$ cat src/rtl/bin2bcd_8digit.sv
// Sequential binary-to-BCD converter (double dabble, one bit per clock) for the
// 8-digit display driver. Saturates to 99999999 and flags overflow.
module bin2bcd_8digit #(
  parameter int BIN_WIDTH = 27,
  parameter bit BLANK_EN  = 1'b1
) (
  input  logic                 clk,
  input  logic                 rst_n,
  input  logic [BIN_WIDTH-1:0] bin_in,
  input  logic                 in_valid,
  output logic                 in_ready,
  output logic [31:0]          digits,
  output logic [7:0]           blank_mask,
  output logic                 overflow,
  output logic                 out_valid
);

  localparam int CW = $clog2(BIN_WIDTH + 1);
  localparam int SW = 32 + BIN_WIDTH;
  localparam logic [7:0]  BLANK_RST = BLANK_EN ? 8'hFE : 8'h00;
  localparam logic [31:0] MAX_DEC   = 32'd99_999_999;
  localparam logic [31:0] SAT_BCD   = 32'h9999_9999;

  typedef enum logic [1:0] {
    IDLE = 2'b00,
    CONV = 2'b01,
    DONE = 2'b10
  } state_t;

  state_t          state_r;
  logic [SW-1:0]   shift_r;
  logic [CW-1:0]   cnt_r;
  logic            ovf_pending_r;
  logic [31:0]     adj_s;
  logic [SW-1:0]   shift_next_s;
  logic [31:0]     result_s;
  logic            ovf_in_s;

  // Add 3 to every BCD nibble that is 5 or more, ahead of the shift.
  function automatic logic [31:0] dabble_adjust(input logic [31:0] bcd);
    logic [31:0] res;
    logic [3:0]  nib;
    res = 32'h0;
    for (int i = 0; i < 8; i++) begin
      nib = bcd[4*i +: 4];
      if (nib >= 4'd5) begin
        res[4*i +: 4] = nib + 4'd3;
      end else begin
        res[4*i +: 4] = nib;
      end
    end
    return res;
  endfunction

  // Digit 0 is never blanked so that zero still shows a single "0".
  function automatic logic [7:0] lead_zero_mask(input logic [31:0] d);
    logic [7:0] mask;
    mask = 8'h00;
    for (int i = 1; i < 8; i++) begin
      if (BLANK_EN && ((d >> (4*i)) == 32'h0)) begin
        mask[i] = 1'b1;
      end else begin
        mask[i] = 1'b0;
      end
    end
    return mask;
  endfunction

  assign in_ready = (state_r == IDLE);

  // One double-dabble step, the saturated result and the overflow compare.
  always_comb begin
    adj_s        = dabble_adjust(shift_r[SW-1:BIN_WIDTH]);
    shift_next_s = {adj_s, shift_r[BIN_WIDTH-1:0]} << 1;
    ovf_in_s     = ({{(32-BIN_WIDTH){1'b0}}, bin_in} > MAX_DEC);
    if (ovf_pending_r) begin
      result_s = SAT_BCD;
    end else begin
      result_s = shift_r[SW-1:BIN_WIDTH];
    end
  end

  // Conversion FSM with the registered output stage.
  always_ff @(posedge clk or negedge rst_n) begin
    if (!rst_n) begin
      state_r       <= IDLE;
      shift_r       <= '0;
      cnt_r         <= '0;
      ovf_pending_r <= 1'b0;
      digits        <= 32'h0;
      blank_mask    <= BLANK_RST;
      overflow      <= 1'b0;
      out_valid     <= 1'b0;
    end else begin
      out_valid <= 1'b0;
      case (state_r)
        IDLE: begin
          if (in_valid) begin
            shift_r       <= {32'h0, bin_in};
            cnt_r         <= '0;
            ovf_pending_r <= ovf_in_s;
            state_r       <= CONV;
          end else begin
            state_r <= IDLE;
          end
        end
        CONV: begin
          shift_r <= shift_next_s;
          cnt_r   <= cnt_r + CW'(1);
          if (cnt_r == CW'(BIN_WIDTH - 1)) begin
            state_r <= DONE;
          end else begin
            state_r <= CONV;
          end
        end
        DONE: begin
          digits     <= result_s;
          overflow   <= ovf_pending_r;
          blank_mask <= lead_zero_mask(result_s);
          out_valid  <= 1'b1;
          state_r    <= IDLE;
        end
        default: begin
          state_r <= IDLE;
        end
      endcase
    end
  end

endmodule

$ cat config.mk
export PLATFORM = sky130hd
export DESIGN_NAME = bin2bcd_8digit
export DESIGN_NICKNAME = d
export VERILOG_FILES = /design/src/rtl/bin2bcd_8digit.sv
export SDC_FILE = /design/constraint.sdc
export NUM_CORES = 1
export LEC_CHECK = 0
export ABC_AREA = 1
export CAP_MARGIN = 5
export CORE_MARGIN = 1.5
export CORE_UTILIZATION = 60
export CTS_BUF_LIST = sky130_fd_sc_hd__clkbuf_4
export DETAILED_ROUTE_END_ITERATION = 7
export MAX_ROUTING_LAYER = met4
export PLACE_DENSITY = 0.88
export SLEW_MARGIN = 20
export SYNTH_ARGS = -nofsm -noshare
export SYNTH_HDL_FRONTEND = slang
export SYNTH_SLANG_ARGS = --single-unit
$ cat constraint.sdc
create_clock -name clk -period 2.15 [get_ports clk]
set_clock_uncertainty 0.05 [all_clocks]
set_input_delay 0.43 -clock clk [delete_from_list [all_inputs] [get_ports clk]]
set_output_delay 0.43 -clock clk [all_outputs]
set_load 0.05 [all_outputs]
==> results.yml <==
floorplanning:
  dieArea_sq_um: 9210
  die_y_microns: 96.0
  rows: 33
  start_util: 0.625
  num_io_pins: 73
  core_sq_um: 8300
  die_w_microns: 96.0
clock_network:
  cts_buffer_depth: 2
  clkTransAtPathRegs_ps: 170
  numCtsBuffers: 9
  clk_latency_ps: 470
  cts_root_buf: "clkbuf_4"
  cts_sinks: 108
  ctsHtreeMaxLevel: 3
  cts_tree: "done"
route:
  first_pass_iters: 6
  wirelength_microns: 11600
  vias: 4341
  wl_per_cell_microns: 15.2
  drtAntennaViolNets: 0
  post-route-drc-count: 0
  drt-initial-drc-count: 245
  vias_per_cell: 5.66
setup_path:
  crit_buf_inv: 1
  worstPathArrival_ps: 1550
  crit_fanout: 2
  crit_chain: "dlygate4sd2_1"
  critical_path_class: "register to output pin"
  critPathCaptureType: "output pin"
  slowest_delay_ps: 560
  critical_path_required_ps: 1670
  cp_top_family: "flip-flops"
  critPathLaunchType: "register"
  slowest_stage: "dfstp_2"
synthesis:
  synth_nets: 638
  ys_seq_area_frac: 0.523
  synth.top_cells.by_area: "dfrtp_1 (49%), nand2_1 (6.0%), inv_1 (5.4%)"
  synth_xor_area_frac: 0.0135
  synth_seq_cells: 108
  synthAdderAreaFrac: 0.0434
  synthMuxAreaShare: 0.00193
  avgSynthCellArea_sq_um: 8.79
  synthSimpleGateAreaFrac: 0.148
  synthCells: 590
  ys_types: 31
  netlist.top_cell.by_area: "dfrtp_1"
  yosys.area.top_type_share: 0.487
  yosysWarnings: 0
  synth_area_sq_um: 5190
  synth-compound-area-share: 0.184
  synth_top_family_by_area: "compound AO/OA/AOI/OAI gates"
cells_and_area:
  multiInputGateArea_sq_um: 2030
  fill_cells: 610
  layout-drive-gt1-share: 0.0937
  n_antenna_cell: 0
  area_growth_pct: 18.1
  layout.nets: 705
  seq_area_sq_um: 2710
place:
  preCtsSetupSlack_ps: 225
  gp_congestion: 0.872
  dp_hpwl_microns: 8160
  portBuffers: 71
timing:
  fin_crit_sh: 0.943
  fmax_mhz: 493
  rsz0062_at_grt: "false"
  maxSlewViolCount: 0
  fin_ws_ps: 123
  tightest_slew_ps: 596
  tns_ps: 0
  final.min_clock_period_ps: 2030
  maxSlewHeadroom: 0.602
  setup_viol: 0
  hold_violations: 0
global_routing:
  gr-usage-all-layers: 0.278
  grt_pass1_wl_microns: 19000
  overflow: 0
  grt_max_degree: 57
  antenna_found_initial: 0
  grt_pass1_vias: 4154
power:
  ir_drop_uv: 601
  powerDensity_nw_per_um2: 1330
  leakagePower_nw: 3.24
job:
  cap_violations: 0
worst_hold_path:
  hold_class: "primary input to async pin"
outcome:
  status: "completed"
-- cell type report --
cell class / instances / area share
well taps: 105 / 0.0214
multi-input cells: 378 / 0.331
clock buffers: 10 / 0.0122
flip-flops and latches: 108 / 0.442
repair buffers: 81 / 0.138
inverters: 79 / 0.0484
clock inverters: 6 / 0.00633
-- routing by layer --
metal	wire [microns]	part of all wire	track usage
met5	0	0	-
met4	135	0.012	0.0784
met3	586	0.050	0.0569
met2	5840	0.50	0.472
met1	5060	0.44	0.337
-- sequential cells by signal (all words and copies together) (netlist names) --
name,cells
state_r,2
ovf_pending_r,1
out_valid,1
shift_r,59
cnt_r,5
overflow,1
blank_mask,7
digits,32
-- final timing paths --
kind / depth (start not counted) / slack (ps) / endpoint / start
setup / recovery: 1 / 120 / blank_mask[5] / blank_mask[5]
hold / removal: 2 / 370 / digits[11] / rst_n
hold reg to reg: 2 / 430 / blank_mask[7] / blank_mask[7]
max in group asynchronous: 3 / 1030 / digits[1] / rst_n
setup reg to reg: 7 / 430 / shift_r[37] / shift_r[35]
min in group clk: 2 / 430 / blank_mask[7] / blank_mask[7]
-- metrics by stage --
step	hold slack, ps	instance area, sq um	power (mW)	cells	util
3_3_place_gp	335	5950	6.93	750	0.717
3_5_place_dp	341	5950	7.23	750	0.717
6_report	367	6130	8.13	767	0.738
4_1_cts	378	6060	8.12	767	0.730
2_1_floorplan	84.4	5190	6.24	590	-
5_1_grt	381	6130	8.79	767	0.738
-- logic make-up (layout without fill, tap and decap cells) --
kind of cell / Yosys count / after routing
mux: 1 / 1
buf+inv: 104 / 176
fa+ha+maj: 18 / 18
simple gates: 178 / 178
flops: 108 / 108
other cells: 1 / 1
xor+xnor: 8 / 8
compound gates: 172 / 172
-- power by group --
part | internal, mW | switching [mW] | total, mW
logic | 1.43 | 2.51 | 3.94
clock network | 0.250 | 0.666 | 0.916
registers | 2.75 | 0.516 | 3.27
-- synth_stat cells --
| master | number |
|---|---|
| a21oi_1 | 48 |
| a21oi_2 | 10 |
| a31oi_1 | 3 |
| a32o_1 | 1 |
| buf_2 | 12 |
| buf_4 | 3 |
| buf_6 | 4 |
| clkbuf_1 | 6 |
| conb_1 | 1 |
| dfrtp_1 | 101 |
| dfstp_2 | 7 |
| ha_1 | 18 |
| inv_1 | 74 |
| inv_2 | 5 |
| mux2i_1 | 1 |
| nand2_1 | 83 |
| nand2_2 | 2 |
| nand2_4 | 1 |
| nand3_1 | 25 |
| nand4_1 | 6 |
| nor2_1 | 45 |
| nor2_2 | 3 |
| nor2_4 | 1 |
| nor3_1 | 4 |
| o21ai_0 | 51 |
| o21ai_1 | 23 |
| o22ai_1 | 35 |
| o31ai_1 | 1 |
| or2_1 | 2 |
| or2_2 | 6 |
| xor2_1 | 8 |
-- worst reg2reg max path, stage by stage (launching register included) --
cell	delay, ps
dfrtp_1	440
inv_1	100
ha_1	210
or2_2	310
nand2_1	170
a21oi_1	100
o21ai_0	110
o21ai_0	140
-- repair_timing --
item / CTS / global route
setup endpoints to repair: 14 / 27
hold endpoints to repair: 23 / 0
hold buffers: 1 / 0
resized for setup: 14 / 27
buffers inserted: 0 / 0
-- placed cells by master, fill, tap and decap left out --
cell,n
or2_1,2
nand3_1,25
a21oi_1,48
nand2_2,2
nor3_1,4
a31oi_1,3
buf_12,1
inv_2,5
a21oi_2,10
conb_1,1
clkdlybuf4s50_1,28
mux2i_1,1
nor2_2,3
nor2_1,45
nor2_4,1
o22ai_1,35
o31ai_1,1
o21ai_0,51
clkinvlp_4,2
a32o_1,1
xor2_1,8
nand4_1,6
o21ai_1,23
dlygate4sd2_1,14
nand2_1,83
or2_2,6
dlygate4sd3_1,1
buf_4,10
inv_6,1
ha_1,18
clkinv_2,3
dfrtp_1,101
clkbuf_4,10
dfstp_2,7
inv_1,74
nand2_4,1
dlymetal6s2s_1,27
(Power assumes the default switching activity.)
